===== src/rtl/timer.sv =====
// Timer block: free-running 16-bit divider (DIV), TIMA counter with TMA
// reload, TAC control, and a one-clock interrupt pulse on reload.
//
// CPU bus protocol: a write is a single-cycle strobe; the register selected by
// addr takes data_w on the posedge where do_write=1 and addr is in range.
// There is no back-pressure, so every strobe is accepted on that edge.
// Reads are combinational from addr with no strobe.
module timer #(
    parameter logic [15:0] BASE = 16'hFF04
) (
    input  logic        clk,
    input  logic        reset,
    input  logic [15:0] addr,
    input  logic [7:0]  data_w,
    output logic [7:0]  data_r,
    input  logic        do_write,
    output logic        data_active,
    output logic        timer_irq,
    output logic [2:0]  dbg_reload_state
);

    // Reload sequencer: three wait clocks after overflow, then the load clock.
    typedef enum logic [2:0] {
        RL_IDLE  = 3'd0,
        RL_WAIT1 = 3'd1,
        RL_WAIT2 = 3'd2,
        RL_WAIT3 = 3'd3,
        RL_LOAD  = 3'd4
    } rl_state_t;

    logic [15:0] div_q, div_d;
    logic [7:0]  tima_q, tima_d;
    logic [7:0]  tma_q, tma_d;
    logic [2:0]  tac_q, tac_d;
    logic        tick_q, tick_d;
    logic        irq_q, irq_d;
    rl_state_t   rl_q, rl_d;

    logic [15:0] offset;
    logic        wr_div, wr_tima, wr_tma, wr_tac;
    logic        sel_bit, tick, inc;

    // Address decode; the wrapping subtraction keeps the range check correct
    // even when BASE sits near the top of the address map.
    always_comb begin
        offset      = addr - BASE;
        data_active = (offset < 16'd4);
        wr_div      = do_write && data_active && (offset[1:0] == 2'd0);
        wr_tima     = do_write && data_active && (offset[1:0] == 2'd1);
        wr_tma      = do_write && data_active && (offset[1:0] == 2'd2);
        wr_tac      = do_write && data_active && (offset[1:0] == 2'd3);
    end

    // Tick source: selected divider bit gated by the enable; TIMA counts on its falling edge.
    always_comb begin
        sel_bit = 1'b0;
        case (tac_q[1:0])
            2'b00:   sel_bit = div_q[9];
            2'b01:   sel_bit = div_q[3];
            2'b10:   sel_bit = div_q[5];
            default: sel_bit = div_q[7];
        endcase
        tick = tac_q[2] & sel_bit;
        inc  = tick_q & ~tick;
    end

    // Next-state for divider, TMA, TAC and the tick history.
    always_comb begin
        div_d  = wr_div ? 16'h0000 : div_q + 16'd1;
        tma_d  = wr_tma ? data_w : tma_q;
        tac_d  = wr_tac ? data_w[2:0] : tac_q;
        tick_d = tick;
    end

    // TIMA next-state and reload sequencing: the load clock ignores TIMA writes
    // and takes the TMA value being written on that same clock.
    always_comb begin
        rl_d = rl_q;
        case (rl_q)
            RL_WAIT1: rl_d = RL_WAIT2;
            RL_WAIT2: rl_d = RL_WAIT3;
            RL_WAIT3: rl_d = RL_LOAD;
            RL_LOAD:  rl_d = RL_IDLE;
            default:  rl_d = RL_IDLE;
        endcase
        tima_d = tima_q;
        irq_d  = 1'b0;
        if (rl_q == RL_LOAD) begin
            tima_d = tma_d;
            irq_d  = 1'b1;
        end else if (wr_tima) begin
            // A CPU write beats an increment and cancels any pending reload.
            tima_d = data_w;
            rl_d   = RL_IDLE;
        end else if (inc) begin
            if (tima_q == 8'hFF) begin
                tima_d = 8'h00;
                rl_d   = RL_WAIT1;
            end else begin
                tima_d = tima_q + 8'd1;
            end
        end
    end

    // State registers with synchronous reset.
    always_ff @(posedge clk) begin
        if (reset) begin
            div_q  <= 16'h0000;
            tima_q <= 8'h00;
            tma_q  <= 8'h00;
            tac_q  <= 3'b000;
            tick_q <= 1'b0;
            irq_q  <= 1'b0;
            rl_q   <= RL_IDLE;
        end else begin
            div_q  <= div_d;
            tima_q <= tima_d;
            tma_q  <= tma_d;
            tac_q  <= tac_d;
            tick_q <= tick_d;
            irq_q  <= irq_d;
            rl_q   <= rl_d;
        end
    end

    // Read mux; unmapped addresses read as all ones.
    always_comb begin
        data_r = 8'hFF;
        if (data_active) begin
            case (offset[1:0])
                2'd0:    data_r = div_q[15:8];
                2'd1:    data_r = tima_q;
                2'd2:    data_r = tma_q;
                default: data_r = {5'b11111, tac_q};
            endcase
        end
    end

    assign timer_irq        = irq_q;
    assign dbg_reload_state = rl_q;

endmodule


===== config.mk =====
export PLATFORM = sky130hd
export DESIGN_NAME = timer
export DESIGN_NICKNAME = d
export VERILOG_FILES = /design/src/rtl/timer.sv
export SDC_FILE = /design/constraint.sdc
export NUM_CORES = 1
export LEC_CHECK = 0
export ABC_CLOCK_PERIOD_IN_PS = 1900
export CAP_MARGIN = 10
export CORE_AREA = 2 2 87 89
export CTS_CLUSTER_SIZE = 40
export DETAILED_ROUTE_END_ITERATION = 8
export DIE_AREA = 0 0 89 91
export GPL_ROUTABILITY_DRIVEN = 1
export SLEW_MARGIN = 20
export SYNTH_ARGS = -nofsm -noshare
export SYNTH_HDL_FRONTEND = slang
export SYNTH_SLANG_ARGS = --single-unit

===== constraint.sdc =====
create_clock -name clk -period 1.9 [get_ports clk]
set_input_delay 0.38 -clock clk [delete_from_list [all_inputs] [get_ports clk]]
set_output_delay 0.38 -clock clk [all_outputs]
set_load 0.01 [all_outputs]

-- After elaboration in Yosys (flattened, before gate mapping)
Cells that the tools add are included.
- input port bits: 27
- logic and storage cells: 47
- output and inout port bits: 13
- register bits: 40
- magnitude comparators: 1
- equal/unequal tests: 10
- reductions and logical operators: 9
- $add $sub $neg: 3
- multiplexer cells: 14
- bitwise operators: 3
- operator list (cell ; number):
    $mux W8 ; 6
    $pmux W8 S3 ; 1
    $add A16 B1 Y16 const B ; 1
    $lt A16 B3 Y1 const B ; 1
    $sub A16 B16 Y16 const B ; 1
    $mux W3 ; 4
    $pmux W3 S3 ; 1
    $add A8 B1 Y8 const B ; 1
    $eq A8 B8 Y1 const B ; 1
    $eq A2 B2 Y1 const B ; 3
    $eq A3 B2 Y1 const B ; 2
    $logic_and A1 B1 Y1 ; 5
    $eq A2 B1 Y1 const B ; 2
    $logic_not A2 Y1 ; 2
    $eq A3 B1 Y1 const B ; 1
    $eq A3 B3 Y1 const B ; 1
    $pmux W1 S3 ; 1
    $reduce_bool A3 Y1 ; 1
    $and A1 B1 Y1 ; 2
    $reduce_or A2 Y1 ; 1
    $mux W1 ; 1
    $not A1 Y1 ; 1

-- Depth between registers and ports, before layout
- depth after elaboration: 8
- gate-level depth with buffers: 7
- mapped depth without buffers: 6

-- Worst setup path before layout
Ideal clock, no wire load.
- path kind: input-to-output
- start point: input addr[0]
- end point: output data_r[2]
- data arrival time: 1602 ps
- data required time: 1520 ps
- slack: -82 ps
- stages: 4
- cell sequence: buf_2 > clkbuf_1 > mux4_2 > or3_2
- cells in the longest elaborated chain, start to end: 4
- elaborated cells on any way between the ends: 7
- classes of those cells: add/sub: 1; order compare: 1; eq/ne: 2; mux: 2; reduce/logical: 1
- ends and longest elaborated chain (what ; line ; RTL):
    start: declaration ; 13 ; input logic [15:0] addr,
    $sub A16 B16 Y16 (*) ; 46 ; offset = addr - BASE;
    parallel branches: the longest is 2 deep, another holds $lt A16 B3 Y1 ; -- ;
    $mux W8 (*) ; 129 ; if (data_active) begin
    end: declaration ; 15 ; output logic [7:0] data_r,
Every way passes the cells marked *.

-- Final worst setup path
- start point: register tima_q[1]
- end point: output data_r[1]
- cells in the longest elaborated chain, start to end: 2
- ends and longest elaborated chain (what ; line ; RTL):
    start: declaration ; 32 ; logic [7:0] tima_q, tima_d;
    start signal: assignment ; 117 ; tima_q <= tima_d;
    $pmux W8 S3 ; 130 ; case (offset[1:0])
    $mux W8 ; 129 ;
No other way between the ends.

==> reports/results.ini <==
[outcome]
outcome = finished with violations
violations = negative setup slack

[power_and_ir_drop]
power.static_leakage_nw = 1.338
power.density_cell_area_nw_per_um2 = 441.8
p_sw_share_pct = 24.76
sum_of_internal_switching_and_leakage_power_w = 0.001579
power_switching_w = 0.0003909
power.internal_w = 0.001188
comb_power_share_pct = 11.5
share_clk_of_total_power_pct = 34.8
peak_supply_drop_mv = 0.3900
seq_power_share_pct = 53.7

[logic_synthesis]
synth_enable_flop_cells = 0
post-synth-top-area-fraction_pct = 32.54
synthXorXnorAreaFrac_pct = 6.050
synth_cells = 290
fraction_of_the_mapped_netlist_area_in_compound_gates_pct = 16.47
synth_sequential_area_ratio_pct = 32.54
synth.ff_latch_count = 40
synthMostInstantiatedCell = sky130_fd_sc_hd__dfxtp_1
syn-num-nets = 319
yosys.area_share.simple_pct = 32.28
synth_area_leaders = sky130_fd_sc_hd__dfxtp_1 33%, sky130_fd_sc_hd__nand2_1 5.6%, sky130_fd_sc_hd__xnor2_1 4.3%
postSynth.asyncResetShare_pct = 0
post_synth.cell_area_avg_um2 = 8.487
synthDistinctLibCells = 64
synth_ff_type = sky130_fd_sc_hd__dfxtp_1
dominant_combinational_cell_family_by_area_after_synthesis = simple AND/OR/NAND/NOR gates
synth.cell_area_um2 = 2461
synth-adder-area-share_pct = 1.017
synth_mux_area_share_pct = 7.524
netlist.top_cell.by_area = sky130_fd_sc_hd__dfxtp_1
yosysWarnings = 0
synth_top_cells_by_count = 40 x sky130_fd_sc_hd__dfxtp_1, 37 x sky130_fd_sc_hd__nand2_1, 27 x sky130_fd_sc_hd__nor2_1

[route]
drtIter0Drc = 155
vias_per_cell = 5.221
postRouteWirelength_um = 7692
route.vias.total = 2532
drc_markers = 0
detailedRoute.firstPassIterationCount = 4
routedWlPerCell_um = 15.86
detail-route-antenna-nets = 0

[timing]
final.setup_skew_ns = 0.007372
slew-limit-headroom_pct = 75.54
min_period_over_period_pct = 102.6
finalMaxSlewViolations = 0
hold_violations = 0
rsz_0062_raised_after_global_routing = yes
fmax_ghz = 0.5129
fin_ws_ns = -0.04968
max_slew.worst_pin.slew_ns = 0.3646
layout_min_cycle_time_ns = 1.950
setup_tns_ns = -0.1108
finalSetupViolations = 3

[worst_setup_path]
cell_with_the_largest_stage_delay_on_the_worst_path = sky130_fd_sc_hd__mux4_2
path_max_fanout = 2
criticalPathCategory = register to primary output
critPathTopFamily = multiplexers
critical-path-max-stage-delay_ns = 0.46
startpoint_type = register
worstPathArrival_ns = 1.57
worst-path-buf-inv = 1
required_ns = 1.52
reg2reg_setup_slack_ns = 0.03
crit_path_cell_trace = mux4_2, or3_4, buf_6
kind_of_end_point_of_the_critical_path = primary output

[global_route]
grt_util_met3_pct = 3.455
global_route_wire_length_before_repair_um = 12540
grt-busiest-layer = met2
track_usage_pct = 19.59
grt_max_degree = 20
grt_antenna_before_repair = 0
grt-ovfl-total = 0
gr-usage-met1_pct = 24.82
grt_pass1_vias = 2595
met2_usage_pct = 32.96

[final_layout]
post-route-util_pct = 50.07
post_route_cells_drive_above_1_share_pct = 34.46
nFillCells = 725
synthToLayoutAreaGrowth_pct = 45.20
final_cell_area_um2 = 3573
antenna-diode-count = 0
finalNetCount = 415

[floorplanning]
ios = 40
floorplan.rows = 31
design.die.area_um2 = 8099
starting_density_of_the_core_pct = 34.48
die_w_um = 89
fp.coreArea_um2 = 7137
die-height_um = 91

[clocking]
cts_tree = done
cts_made_buffers = 5
clkSlewWorstSetupHoldPaths_ns = 0.08
cts_root_buf = sky130_fd_sc_hd__clkbuf_8
clkSinkCount = 40
insertion_delay_ns = 0.29
cts_buffer_depth = 2
cts_max_level = 2

[placement]
portBuffers = 39
placed_standard_cell_area_um2 = 3359
pre_cts_setup_slack_ns = -0.9304
gp_routability_congestion = 0.8859
post-dp-hpwl_um = 5822

[flow_run]
max-cap-violations = 0

[min_path]
timing.hold.worst.class = register to register

==> per-stage QoR <==
step,hold slack (ns),std cells
4_1_cts,0.4671,482
5_1_grt,0.5043,485
2_1_floorplan,0.4259,290
3_3_place_gp,0.4427,473
3_5_place_dp,0.4484,473
6_report,0.4580,485
==> power by group through the flow <==
stage	clock network [W]	registers (W)	logic, W
2_1_floorplan	0	0.000867	0.0000668
3_3_place_gp	0	0.000868	0.000172
3_5_place_dp	0	0.000868	0.000173
4_1_cts	0.000570	0.000848	0.000171
5_1_grt	0.000606	0.000849	0.000193
6_report	0.000550	0.000848	0.000181
==> routing by layer <==
layer / part of all wire (%) / routed length, um / vias to the layer above
met2: 51 / 3888 / 48
li1: - / - / 1263
met5: 0 / 0 / -
met1: 44 / 3371 / 1209
met3: 3.5 / 270 / 12
met4: 2.1 / 161 / 0
==> state kept, by name, summed over array words and instances, names as in the netlist <==
register          flops
tima_q                8
tma_q                 8
dbg_reload_state      3
div_q                16
tick_q                1
timer_irq             1
tac_q                 3
==> cell usage in the layout, fill, tap and decap left out, drive strengths merged, types with 3 or more instances in the layout <==
cell and instances:
nand3 19, o21ai 4, and3 7, xnor2 12, mux2i 5, nand3b 3, inv 9, nor4 4
nor3 9, o22ai 6, o31ai 4, a21oi 16, a31oi 3, xor2 5, nor2 27, nor2b 4
or3 4, nand2 37, nand4 11, mux4 4, and4 5, dlygate4sd2 8, mux2 4, buf 76
clkbuf 6, clkdlybuf4s50 15, dfxtp 40
==> worst register-to-register path: stages, from the launching register on <==
cell                       delay (ns)
sky130_fd_sc_hd__dfxtp_1         0.34
sky130_fd_sc_hd__or3b_1          0.40
sky130_fd_sc_hd__mux2i_1         0.17
sky130_fd_sc_hd__nor4b_2         0.29
sky130_fd_sc_hd__buf_4           0.18
sky130_fd_sc_hd__a221oi_2        0.04
sky130_fd_sc_hd__nor4_1          0.34
==> worst paths after layout <==
| check | startpoint | end | cells past startpoint |
|---|---|---|---|
| worst max register to register | dbg_reload_state[2]$_SDFF_PP0_ | tima_q[2]$_SDFFE_PP0P_ | 6 |
| worst min register to register | div_q[0]$_SDFF_PP0_ | div_q[0]$_SDFF_PP0_ | 1 |
| worst min-delay path | div_q[0]$_SDFF_PP0_ | div_q[0]$_SDFF_PP0_ | 1 |
| worst max-delay path | tima_q[1]$_SDFFE_PP0P_ | data_r[1] | 3 |
==> cell type report <==
type / count / area (um^2) / area share, %
Tap cell: 99 / 123.9 / 3.466
Clock inverter: 2 / 12.51 / 0.3501
Clock buffer: 5 / 68.82 / 1.926
Sequential cell: 40 / 805.8 / 22.55
Inverter: 10 / 37.54 / 1.050
Multi-Input combinational cell: 227 / 1675 / 46.88
Timing Repair Buffer: 102 / 849.6 / 23.77
==> cells by family after synthesis <==
group / after synthesis
AOI/OAI and AO/OA: 54
DFF: 40
xor gates and xnor gates: 17
adders and majority gates: 2
and+or+nand+nor: 141
muxes: 13
buffers and inverters: 23
==> timing repair <==
item                                    in CTS  in global routing
resized for setup                           84                 28
endpoints found under the setup margin      46                 34
hold buffers                                 0                  0
pin swaps                                    9                 10
buffers inserted                             2                  3
No activity file was read; power rests on OpenSTA's default activity.
